`src/rtl/preproc_pkg.sv`:
```
// Shared preprocessor types: scheduler state encoding, error counter width
// and a saturating increment helper.
package preproc_pkg;

   typedef enum logic [1:0] {
      IDLE    = 2'd0,
      COLLECT = 2'd1,
      ISSUE   = 2'd2
   } sched_state_t;

   localparam int ERR_CNT_W = 16;

   function automatic logic [ERR_CNT_W-1:0] sat_inc(input logic [ERR_CNT_W-1:0] v);
      return (v == {ERR_CNT_W{1'b1}}) ? v : v + 1'b1;
   endfunction

endpackage

```
`src/rtl/moving_diff_frame_scheduler_frame_assembler.sv`:
```
// Frame assembler: checks channel tags, fills the per-channel frame buffer,
// tracks the expected slot and drops partial frames that stall too long.
module frame_assembler
   import preproc_pkg::*;
#(
   parameter int NUM_CH  = 8,
   parameter int DATA_W  = 32,
   parameter int TIMEOUT = 1024
) (
   input  logic                       i_clk,
   input  logic                       i_rst,
   input  logic                       i_clear,
   input  logic                       i_accept_en,
   input  logic                       i_s_valid,
   input  logic signed [DATA_W-1:0]   i_s_data,
   input  logic [$clog2(NUM_CH)-1:0]  i_s_ch,
   output logic [NUM_CH*DATA_W-1:0]   o_frame,
   output logic                       o_frame_done,
   output logic                       o_frame_err
);

   localparam int CH_W  = $clog2(NUM_CH);
   localparam int TMO_W = $clog2(TIMEOUT + 1);

   logic [CH_W-1:0]  r_idx;
   logic [TMO_W-1:0] r_tmo;

   logic w_accept;
   logic w_match;
   logic w_mismatch;
   logic w_resync;
   logic w_last;
   logic w_timeout;

   assign w_accept     = i_accept_en && i_s_valid;
   assign w_match      = w_accept && (i_s_ch == r_idx);
   assign w_mismatch   = w_accept && (i_s_ch != r_idx);
   assign w_resync     = w_mismatch && (i_s_ch == '0);
   assign w_last       = (r_idx == CH_W'(NUM_CH - 1));
   assign w_timeout    = i_accept_en && !w_accept && (r_idx != '0)
                         && (r_tmo == TMO_W'(TIMEOUT - 1));
   assign o_frame_done = w_match && w_last && !i_clear;
   assign o_frame_err  = !i_clear && (w_mismatch || w_timeout);

   always_ff @(posedge i_clk or posedge i_rst) begin
      if (i_rst) begin
         r_idx <= '0;
         r_tmo <= '0;
      end else if (i_clear) begin
         r_idx <= '0;
         r_tmo <= '0;
      end else if (w_match) begin
         r_idx <= w_last ? '0 : r_idx + 1'b1;
         r_tmo <= '0;
      end else if (w_mismatch) begin
         // A mismatching tag 0 is taken as the start of the next frame.
         r_idx <= w_resync ? CH_W'(1) : '0;
         r_tmo <= '0;
      end else if (w_timeout) begin
         r_idx <= '0;
         r_tmo <= '0;
      end else if (i_accept_en && (r_idx != '0)) begin
         r_tmo <= r_tmo + 1'b1;
      end
   end

   genvar gi;
   generate
      for (gi = 0; gi < NUM_CH; gi++) begin : g_slot
         logic              w_wr;
         logic [DATA_W-1:0] r_buf;
         logic [DATA_W-1:0] r_frame;

         assign w_wr = (w_match && (r_idx == CH_W'(gi))) || (w_resync && (gi == 0));

         // The completing sample bypasses the buffer straight into the frame.
         always_ff @(posedge i_clk or posedge i_rst) begin
            if (i_rst) begin
               r_buf   <= '0;
               r_frame <= '0;
            end else begin
               if (w_wr)
                  r_buf <= i_s_data;
               if (o_frame_done)
                  r_frame <= w_wr ? i_s_data : r_buf;
            end
         end

         assign o_frame[gi*DATA_W +: DATA_W] = r_frame;
      end
   endgenerate

endmodule

```
`src/rtl/moving_diff_frame_scheduler.sv`:
```
// Frame scheduler for the moving-difference filter bank: gathers one tagged
// frame per sample period and strobes it into every filter at once.
module moving_diff_frame_scheduler
   import preproc_pkg::*;
#(
   parameter int NUM_CH        = 8,
   parameter int WINDOW_LENGTH = 128,
   parameter int DATA_W        = 32,
   parameter int TIMEOUT       = 1024
) (
   input  logic                       i_clk,
   input  logic                       i_rst,
   input  logic                       i_start,
   input  logic                       i_stop,
   input  logic                       i_s_valid,
   input  logic signed [DATA_W-1:0]   i_s_data,
   input  logic [$clog2(NUM_CH)-1:0]  i_s_ch,
   output logic                       o_s_ready,
   output logic                       o_filt_en,
   output logic                       o_filt_valid_in,
   output logic [NUM_CH*DATA_W-1:0]   o_filt_data,
   output logic                       o_warm,
   output logic [ERR_CNT_W-1:0]       o_err_cnt
);

   localparam int WARM_MAX = WINDOW_LENGTH + 2;
   localparam int WARM_W   = $clog2(WARM_MAX + 1);

   sched_state_t      r_state;
   sched_state_t      w_state_next;
   logic              r_s_ready;
   logic              r_filt_en;
   logic              r_filt_valid_in;
   logic              r_warm;
   logic [WARM_W-1:0] r_warm_cnt;
   logic [WARM_W-1:0] w_warm_cnt_next;
   logic [ERR_CNT_W-1:0] r_err_cnt;
   logic              w_frame_done;
   logic              w_frame_err;

   frame_assembler #(
      .NUM_CH  (NUM_CH),
      .DATA_W  (DATA_W),
      .TIMEOUT (TIMEOUT)
   ) u_frame_assembler (
      .i_clk        (i_clk),
      .i_rst        (i_rst),
      .i_clear      (i_stop),
      .i_accept_en  (r_s_ready),
      .i_s_valid    (i_s_valid),
      .i_s_data     (i_s_data),
      .i_s_ch       (i_s_ch),
      .o_frame      (o_filt_data),
      .o_frame_done (w_frame_done),
      .o_frame_err  (w_frame_err)
   );

   always_comb begin
      w_state_next = r_state;
      case (r_state)
         IDLE:    if (i_start) w_state_next = COLLECT;
         COLLECT: if (w_frame_done) w_state_next = ISSUE;
         ISSUE:   w_state_next = COLLECT;
         default: w_state_next = IDLE;
      endcase
      if (i_stop)
         w_state_next = IDLE;
   end

   // Warm-up also covers the two-stage sum/average pipeline inside each filter.
   always_comb begin
      w_warm_cnt_next = r_warm_cnt;
      if (i_stop)
         w_warm_cnt_next = '0;
      else if ((r_state == ISSUE) && (r_warm_cnt != WARM_W'(WARM_MAX)))
         w_warm_cnt_next = r_warm_cnt + 1'b1;
   end

   always_ff @(posedge i_clk or posedge i_rst) begin
      if (i_rst) begin
         r_state         <= IDLE;
         r_s_ready       <= 1'b0;
         r_filt_en       <= 1'b0;
         r_filt_valid_in <= 1'b0;
         r_warm_cnt      <= '0;
         r_warm          <= 1'b0;
         r_err_cnt       <= '0;
      end else begin
         r_state         <= w_state_next;
         r_s_ready       <= (w_state_next == COLLECT);
         r_filt_en       <= (w_state_next != IDLE);
         r_filt_valid_in <= (w_state_next == ISSUE);
         r_warm_cnt      <= w_warm_cnt_next;
         r_warm          <= (w_warm_cnt_next == WARM_W'(WARM_MAX));
         if (w_frame_err)
            r_err_cnt <= sat_inc(r_err_cnt);
      end
   end

   assign o_s_ready       = r_s_ready;
   assign o_filt_en       = r_filt_en;
   assign o_filt_valid_in = r_filt_valid_in;
   assign o_warm          = r_warm;
   assign o_err_cnt       = r_err_cnt;

endmodule

```
`config.mk`:
```
export PLATFORM = sky130hd
export DESIGN_NAME = moving_diff_frame_scheduler
export DESIGN_NICKNAME = d
export VERILOG_FILES = /design/src/rtl/preproc_pkg.sv /design/src/rtl/moving_diff_frame_scheduler_frame_assembler.sv /design/src/rtl/moving_diff_frame_scheduler.sv
export SDC_FILE = /design/constraint.sdc
export NUM_CORES = 1
export LEC_CHECK = 0
export BUFFER_PORTS_ARGS = -buffer_cell sky130_fd_sc_hd__buf_4
export CAP_MARGIN = 20
export CORE_MARGIN = 2
export CORE_UTILIZATION = 58
export CTS_BUF_LIST = sky130_fd_sc_hd__clkbuf_4 sky130_fd_sc_hd__clkbuf_8 sky130_fd_sc_hd__clkbuf_16
export CTS_CLUSTER_SIZE = 30
export DETAILED_ROUTE_END_ITERATION = 8
export PLACE_DENSITY_LB_ADDON = 0.12
export SYNTH_ARGS = -nofsm -noshare
export SYNTH_HDL_FRONTEND = slang
export SYNTH_SLANG_ARGS = --single-unit
export TNS_END_PERCENT = 30
```
`constraint.sdc`:
```
create_clock -name i_clk -period 37.5 [get_ports i_clk]
set_input_delay 3.75 -clock i_clk [delete_from_list [all_inputs] [get_ports i_clk]]
set_output_delay 3.75 -clock i_clk [all_outputs]
set_load 0.01 [all_outputs]
```
==> results_dict.tcl, run 1 <==
set metrics [dict create \
    outcome "completed" \
    grt_max_degree 250 \
    die_w_um 191 \
    insertedDiodeCount 0 \
    ant_nets 0 \
    drt_iter0_drc 1128 \
    synth_ff_type "dfrtp_1" \
    finClkSkew_ns 0.0300 \
    dieArea_sq_mm 0.0365 \
    synth_top_family_by_area "simple AND/OR/NAND/NOR gates" \
    crit_family "buffers and inverters" \
    finalSetupViolCount 0 \
    maxSlewHeadroom_pct 24.8 \
    synth.area.top_cells "dfrtp_1 (65%), nand2_1 (11%), a31oi_1 (6.2%)" \
    whs_path_depth 2 \
    syn-num-nets 1981 \
    setup_tns_ns 0 \
    grt_overflow 0 \
    std_cell_rows 68 \
    holdPathEnd "u_frame_assembler.g_slot[3].r_buf[7]" \
    yosysTopAreaCellShare_pct 64.6 \
    ctsResizeCount 0 \
    p_clk_share_pct 45.5 \
    gp_congestion 0.904 \
    syn_area_sq_mm 0.0203 \
    worstHoldStart "u_frame_assembler.g_slot[3].r_buf[7]" \
    powerDensity_mw_per_mm2 47.1 \
    swShare_pct 22.1 \
    crit_top_cell "buf_4" \
    yosys_warnings 0 \
    path_cells "buf_4 -> xor2_1 -> nor4_4 -> and3b_4 -> buf_4 -> buf_4 -> mux2_2" \
    clk_latency_ns 0.59 \
    slowest_delay_ns 0.85 \
    ctsLongestPathBuffers 3 \
    numCtsBuffers 53 \
    synth_compound_area_share_pct 6.88 \
    totalWireLength_mm 55.1 \
    vdd_drop_max_v 0.0000456 \
    power_leakage_uw 0.0132 \
    synth_cell_types 47 \
    critical_path_buf_inv_count 3 \
    rr_startpoint "u_frame_assembler.r_idx[1]" \
    synth_simple_gate_area_share_pct 18.2 \
    initial_core_util_pct 58.8 \
    finalNetCount 2240 \
    hold_violations 0 \
    drt_first_pass_iters 5 \
    cts-htree-levels 2 \
    hold_class "register to register" \
    crit_slowest_cell "buf_4" \
    critPathLaunchType "input port" \
    root_buffer "clkbuf_16" \
    cts_setup_buffers 0 \
    synthXorXnorAreaFrac_pct 1.29 \
    wl_per_cell_um 20.5 \
    fin_crit_ns 6.92 \
    final_common_cell "nand2_1" \
    p_sw_uw 256 \
    internal_power_uw 902 \
    tritoncts "done" \
    instances_no_fill 2684 \
    synth-edff-count 0 \
    io_pins 316 \
    slew_viol_final 0 \
    syn_avg_cell_area_sq_um 10.5 \
    timing.fmax_mhz 145 \
    dpl.hpwl_mm 34.7 \
    tightest_slew_ns 1.13 \
    min_period_over_period_pct 18.4 \
    drv_cap 0 \
    clkTransAtPathRegs_ns 0.06 \
    dpl.cell_count 2588 \
    synthArstFlopShare_pct 100 \
    grt_usage_pct 30.6 \
    mostFrequentLayoutCells "nand2_1 (609), dfrtp_1 (524), buf_4 (328)" \
    worstPathArrival_ns 7.38 \
    core_sq_mm 0.0345 \
    viasPerCell 5.68 \
    netlist_instances 1931 \
    synthMuxAreaShare_pct 5.11 \
    vias 15200 \
    power_frac_seq_pct 50.4 \
    cts_hold_buf 0 \
    crit_fanout 97 \
    clock-sinks 524 \
    drc 0 \
    grt_pass1_vias 14900 \
    r2r_cells 6 \
    critical_path_class "input port to register" \
    numPortBuffers 315 \
    ys_ff_latch 524 \
    endpoint_kind "register" \
    synth-adder-area-share_pct 0.616 \
    ys_seq_area_share_pct 64.6 \
    drive_gt1_share_pct 23.7 \
    antenna_found_initial 0 \
    area_growth_pct 21.2 \
    grt_pass1_wl_mm 84.1 \
    r2r-end "u_frame_assembler.g_slot[7].r_frame[22]" \
    critical_path_required_ns 37.96 \
    pwr-share-comb_pct 4.2 \
    rsz0062_at_grt "no" \
    rrSetupSlack_ns 33.38 \
    synth_top_cell_by_area "dfrtp_1" \
    die_h_um 191 \
]
## layout make-up
cell class	instances	area, sq um
clock inverters	12	101
flip-flops and latches	524	13100
multi-input cells	1271	6520
clock buffers	82	1670
repair buffers	334	2610
inverters	6	30.0
fillers	2535	9930
well taps	455	569
## worst max path at each step
stage / startpoint / slack (ns) / end / depth (start not counted)
after CTS: i_s_ch[1] / 30.64 / u_frame_assembler.g_slot[7].r_frame[31] / 7
after global placement: i_s_ch[1] / 30.12 / u_frame_assembler.g_slot[2].r_frame[10] / 7
final: i_s_ch[1] / 30.58 / u_frame_assembler.g_slot[7].r_frame[22] / 7
after detailed placement: i_s_ch[1] / 30.03 / u_frame_assembler.g_slot[7].r_frame[22] / 7
after floorplan: i_rst / 19.11 / o_err_cnt[0] / 1
after global routing: i_s_ch[1] / 30.31 / u_frame_assembler.g_slot[7].r_frame[22] / 7
## worst reg2reg max path: stages (launching register included)
cell and delay, ns:
dfrtp_1 0.45, xor2_1 0.27, nor4_4 0.58, and3b_4 0.57, buf_4 0.85, buf_4 0.85
mux2_2 0.45
## routing by layer
layer	routed length, um	share of wire, %	GRT usage [%]
met1	21900	40	40.4
met4	2520	4.6	14.4
met2	25200	46	46.9
met5	0	0	0
met3	5450	9.9	9.00
## registers in the layout, indices dropped and copies added (netlist names)
| register | count |
|---|---|
| o_filt_valid_in | 1 |
| u_frame_assembler.r_idx | 3 |
| o_filt_en | 1 |
| r_state | 2 |
| u_frame_assembler.r_tmo | 11 |
| u_frame_assembler.g_slot.r_buf | 224 |
| r_warm_cnt | 8 |
| o_s_ready | 1 |
| u_frame_assembler.g_slot.r_frame | 256 |
| o_warm | 1 |
| o_err_cnt | 16 |
## metrics by stage
stage | utilization (%) | power [uW] | hold slack, ns | instance area (sq um) | worst slack [ns]
3_5_place_dp | 66.0 | 641 | 0.451 | 22800 | 30.03
3_3_place_gp | 65.8 | 639 | 0.443 | 22700 | 30.12
5_1_grt | 71.2 | 1200 | 0.482 | 24600 | 30.31
4_1_cts | 71.1 | 1170 | 0.464 | 24600 | 30.64
2_1_floorplan | - | 620 | 0.433 | 20300 | 19.11
6_report | 71.2 | 1160 | 0.460 | 24600 | 30.58
## synthesized netlist by cell type, drive strengths merged (8+ instances only)
| master | count |
|---|---|
| and3 | 8 |
| mux2 | 91 |
| a31oi | 200 |
| dfrtp | 524 |
| buf | 94 |
| xnor2 | 13 |
| ha | 10 |
| xor2 | 17 |
| nand2 | 609 |
| nor4 | 9 |
| clkbuf | 36 |
| a21oi | 9 |
| and2 | 8 |
| nor3 | 18 |
| nand3 | 17 |
| nor2 | 218 |
## logic make-up (layout without fill, tap and decap cells)
group,after synthesis,count (layout)
AO/OA/AOI/OAI,224,224
XOR/XNOR,30,30
adder cells (fa/ha/maj),10,10
buffers and inverters,136,434
flip-flops,524,524
multiplexers,92,92
AND/OR/NAND/NOR,915,915
## power by group through the flow
stage	registers, uW	clock network (uW)	logic [uW]
after floorplan	594	0	26.3
after global placement	593	0	46.3
after detailed placement	593	0	48.0
after CTS	583	533	48.4
after global routing	584	557	53.5
final	583	527	48.1
No activity file was read; power rests on OpenSTA's default activity.
==> run 2, diff against run 1 <==
- CORE_UTILIZATION: 58 -> 56
- clock period: 37.5 -> 6.6 ns (I/O delays scaled with it)
==> run 2 against run 1 <==
Against the previous run:
- the flow now finishes with violations (design-rule violations)
- flip-flop and latch count is the same
- critical path depth is 2 lower
- clock-buffer cell count is 1 higher
- largest cell class unchanged
- via count fell by 1.1%
- highest routed layer unchanged
- sequential share of layout area barely moved
- cell area barely moved
- core utilization fell by 2.2 points
- worst hold slack worse by 0.34 ns
- critical path type is now register to register
- final cell count grew 0.30%
- clock skew decreased by 0.020 ns
- power rose to 5.7 times the previous value
==> results_dict.tcl, run 2 (synthesized netlist as in run 1, its figures left out) <==
set metrics [dict create \
    largest_register "u_frame_assembler.g_slot.r_frame" \
    dieArea_sq_mm 0.0378 \
    finalSetupViolCount 0 \
    numPortBuffers 315 \
    grt_pass1_vias 14600 \
    initial_core_util_pct 56.9 \
    area_growth_pct 21.2 \
    gp_congestion 0.837 \
    core_sq_mm 0.0357 \
    endpoint_kind "register" \
    largest_reg_flops 256 \
    dpl.cell_count 2595 \
    critPathLaunchType "register" \
    ff_latch_area_sq_mm 0.0131 \
    drt_iter0_drc 1306 \
    r2r_cells 5 \
    cts_hold_buf 0 \
    worstPathArrival_ns 3.94 \
    mostFrequentLayoutCells "nand2_1 (609), dfrtp_1 (524), buf_4 (328)" \
    dpl.hpwl_mm 34.2 \
    setup_tns_ns 0 \
    ant_nets 0 \
    critical_path_required_ns 7.06 \
    grt_max_degree 166 \
    r2r-end "u_frame_assembler.g_slot[7].r_frame[10]" \
    hold_violations 0 \
    critPathCapture "u_frame_assembler.g_slot[7].r_frame[10]" \
    ctsLongestPathBuffers 3 \
    finalNetCount 2241 \
    totalWireLength_mm 54.6 \
    grt_usage_pct 29.3 \
    drt_first_pass_iters 9 \
    cts_setup_buffers 0 \
    maxSlewHeadroom_pct 31.7 \
    root_buffer "clkbuf_16" \
    timing.fmax_mhz 288 \
    grt_pass1_wl_mm 84.5 \
    std_cell_rows 69 \
    io_pins 316 \
    multi_input_area_sq_mm 0.00652 \
    whs_ns 0.121 \
    tightest_slew_ns 1.02 \
    ctsResizeCount 0 \
    setup_slack_ns 3.12 \
    cts-htree-levels 2 \
    power_leakage_uw 0.0132 \
    startpoint "u_frame_assembler.r_idx[1]" \
    clk_latency_ns 0.57 \
    finClkSkew_ns 0.00969 \
    rr_startpoint "u_frame_assembler.r_idx[1]" \
    design_area_sq_mm 0.0246 \
    fin_crit_ns 3.48 \
    drc 23 \
    clkTransAtPathRegs_ns 0.06 \
    dpl_worst_slack_ns 2.86 \
    die_w_um 194 \
    violations "design-rule violations" \
    instances_no_fill 2692 \
    fillers 2699 \
    vdd_drop_max_v 0.000243 \
    wl_per_cell_um 20.3 \
    viasPerCell 5.60 \
    min_period_over_period_pct 52.7 \
    clock-sinks 524 \
    insertedDiodeCount 0 \
    drv_cap 0 \
    slew_viol_final 0 \
    crit_fanout 158 \
    final_common_cell "nand2_1" \
    die_h_um 194 \
    critical_path_class "register to register" \
    grt_overflow 0 \
    rsz0062_at_grt "no" \
    vias 15100 \
    tritoncts "done" \
    drive_gt1_share_pct 23.8 \
    rrSetupSlack_ns 3.12 \
    powerDensity_mw_per_mm2 268 \
    numCtsBuffers 52 \
    antenna_found_initial 0 \
    outcome "finished with violations" \
    place_area_sq_mm 0.0228 \
    hold_class "input port to asynchronous set/reset pin" \
]
run 2: cell types whose count changed in the layout (fill, tap and decap cells not counted), sizes merged:
cell / before / now
clkbuf: 82 / 83
clkinvlp: 2 / 1
bufinv: 1 / 2
clkinv: 7 / 8
inv: 8 / 6
buf: 334 / 336
run 2: area by class of cell:
class / instances / share of cell area [%]
Clock buffer: 83 / 6.69
Sequential cell: 524 / 53.3
Tap cell: 461 / 2.34
Inverter: 6 / 0.107
Clock inverter: 11 / 0.453
Multi-Input combinational cell: 1271 / 26.5
Timing Repair Buffer: 336 / 10.6
run 2: worst min path at each step:
stage                                                     start                                      end  slack [ns]  depth (start not counted)
after detailed placement  u_frame_assembler.g_slot[3].r_buf[15]    u_frame_assembler.g_slot[3].r_buf[15]        0.45                          2
after global routing                                      i_rst  u_frame_assembler.g_slot[1].r_frame[13]        0.13                          2
after floorplan            u_frame_assembler.g_slot[1].r_buf[0]     u_frame_assembler.g_slot[1].r_buf[0]        0.43                          2
after CTS                                                 i_rst   u_frame_assembler.g_slot[2].r_frame[8]        0.32                          2
final                                                     i_rst  u_frame_assembler.g_slot[1].r_frame[13]        0.12                          2
after global placement     u_frame_assembler.g_slot[2].r_buf[0]     u_frame_assembler.g_slot[2].r_buf[0]        0.44                          2
run 2: stage by stage:
step           util (%)  total power [uW]
6_report           69.0              6590
5_1_grt            69.0              6790
4_1_cts            68.9              6630
3_5_place_dp       63.9              3650
3_3_place_gp       63.9              3630
2_1_floorplan         -              3520
run 2: per-layer routing:
metal  GRT usage [%]  wire, um  vias up  share of wire [%]
li1                -         -     6945                  -
met1            40.7     23100     7510                 42
met2            46.0     25400      529                 47
met3            7.04      4570       95                8.4
met4            9.37      1560        0                2.8
met5               0         0        -                  0
run 2: worst max-delay path, stage by stage, from the launching register on:
cell	delay [ns]
dfrtp_1	0.46
xor2_1	0.27
nor4_4	0.56
and3b_4	0.96
buf_12	0.56
mux2_2	0.41
run 2: power breakdown:
part	switching [uW]	internal [uW]
clock	1220	1780
combinational	197	76.9
sequential	35.9	3280
==> run 3, diff against run 2 <==
- clock period: 6.6 -> 3.6 ns (I/O delays scaled with it)
==> run 3 against run 2 <==
Against the previous run:
- the run still ends with design-rule violations left
- flip-flop and latch count unchanged
- worst setup slack got worse by 2.3 ns
- combinational power increased by 88%
- core utilization increased by 0.59 points
- via count increased by 0.68%
- sequential share of layout area decreased by 0.45 points
- global-route usage increased by 0.096 points
- cell area increased by 0.85%
- power increased by 87%
- highest routed layer unchanged
==> results_dict.tcl, run 3 (synthesized netlist as in run 1, its figures left out) <==
set metrics [dict create \
    hold_violations 0 \
    endpoint_kind "register" \
    worstPathArrival_ns 3.26 \
    root_buffer "clkbuf_16" \
    initial_core_util_pct 56.9 \
    vdd_drop_max_v 0.000576 \
    dieArea_sq_mm 0.0378 \
    die_w_um 194 \
    std_cell_rows 69 \
    drv_cap 0 \
    grt_pass1_wl_mm 84.5 \
    clkTransAtPathRegs_ns 0.06 \
    vias 15200 \
    design_area_sq_mm 0.0248 \
    cts_setup_buffers 0 \
    slew_viol_final 0 \
    crit_slowest_cell "nor4_4" \
    tightest_slew_ns 0.912 \
    critical_path_required_ns 4.10 \
    slowest_delay_ns 0.57 \
    grt_pass1_vias 14600 \
    drt_first_pass_iters 9 \
    maxSlewHeadroom_pct 39.2 \
    insertedDiodeCount 0 \
    cts-htree-levels 2 \
    totalWireLength_mm 54.8 \
    grt_overflow 0 \
    fillers 2617 \
    hold_class "input port to register" \
    crit_top_cell "buf_4" \
    min_period_over_period_pct 76.8 \
    fin_crit_ns 2.77 \
    mostFrequentLayoutCells "nand2_1 (609), dfrtp_1 (524), buf_4 (340)" \
    multi_input_area_sq_mm 0.00652 \
    timing.fmax_mhz 362 \
    gp_congestion 0.860 \
    place_area_sq_mm 0.0230 \
    numPortBuffers 315 \
    tritoncts "done" \
    grt_usage_pct 29.4 \
    largest_register "u_frame_assembler.g_slot.r_frame" \
    dpl.hpwl_mm 35.4 \
    area_growth_pct 22.2 \
    final_common_cell "nand2_1" \
    antenna_found_initial 0 \
    drive_gt1_share_pct 24.1 \
    die_h_um 194 \
    fin_util_pct 69.6 \
    wl_per_cell_um 20.3 \
    drc 23 \
    core_sq_mm 0.0357 \
    clock-sinks 524 \
    largest_reg_flops 256 \
    rsz0062_at_grt "no" \
    dpl.cell_count 2612 \
    finalNetCount 2256 \
    path_cells "xor2_1 -> nor4_4 -> and3b_4 -> buf_4 -> buf_4 -> nor2_1 -> a31oi_1" \
    grt_max_degree 103 \
    power_leakage_uw 0.0133 \
    outcome "finished with violations" \
    drt_iter0_drc 1085 \
    ctsLongestPathBuffers 3 \
    ff_latch_area_sq_mm 0.0131 \
    io_pins 316 \
    violations "design-rule violations" \
    powerDensity_mw_per_mm2 497 \
    finClkSkew_ns 0.0211 \
    critical_path_class "register to register" \
    critPathLaunchType "register" \
    instances_no_fill 2703 \
    numCtsBuffers 52 \
    ant_nets 0 \
    power.total_uw 12300 \
    clk_latency_ns 0.60 \
    setup_tns_ns 0 \
    viasPerCell 5.62 \
    finalSetupViolCount 0 \
    crit_fanout 42 \
]
[run 3: through the flow]
step                      setup WS (ns)  hold slack, ns
after detailed placement          0.851           0.450
final                             0.835           0.103
after global placement            0.934           0.443
after global routing              0.602          0.0952
after floorplan                   -3.88           0.433
after CTS                         0.826          0.0821
[run 3: power breakdown]
part / leakage, uW / switching [uW] / internal, uW
sequential: 0.00727 / 64.0 / 6010
combinational: 0.00510 / 363 / 152
clock: 0.000911 / 2250 / 3480
total: 0.0133 / 2680 / 9640
[run 3: cell type report]
type	instances	share of cell area (%)
inverter	6	0.106
sequential	524	52.8
clock inverter	18	1.11
multi-input combinational	1271	26.3
timing repair buffer	351	11.1
tap	461	2.32
clock buffer	72	6.22
[run 3: routing by layer]
| layer | global-route usage, % | wire [um] |
|---|---|---|
| met5 | 0 | 0 |
| met4 | 11.5 | 2080 |
| met3 | 9.23 | 5500 |
| met2 | 44.8 | 24700 |
| met1 | 39.7 | 22500 |
[run 3: what timing repair did]
item | in CTS | in global routing
endpoints found under the setup margin | 0 | 0
hold buffers | 1 | 0
resized for setup | 0 | 0
hold endpoints to repair | 21 | 0
[run 3: worst paths after layout]
check / from / endpoint / slack [ns] / cells past startpoint
min in group asynchronous: i_rst / u_frame_assembler.g_slot[2].r_frame[1] / 0.47 / 3
setup reg to reg: u_frame_assembler.r_idx[1] / u_frame_assembler.g_slot[0].r_frame[3] / 0.83 / 7
hold / removal: i_s_data[31] / u_frame_assembler.g_slot[5].r_buf[31] / 0.10 / 3
hold reg to reg: u_frame_assembler.g_slot[3].r_buf[17] / u_frame_assembler.g_slot[3].r_buf[17] / 0.46 / 2
max in group asynchronous: i_rst / u_frame_assembler.r_idx[1] / 2.15 / 5
setup / recovery: u_frame_assembler.r_idx[1] / u_frame_assembler.g_slot[0].r_frame[3] / 0.83 / 7
[run 3: critical path: cells and delay by family (launching register included)]
family,cells,cell delay (ns)
AO/OA/AOI/OAI,1,0.16
XOR/XNOR,1,0.26
buffers and inverters,2,0.78
flip-flops,1,0.45
AND/OR/NAND/NOR,3,1.03
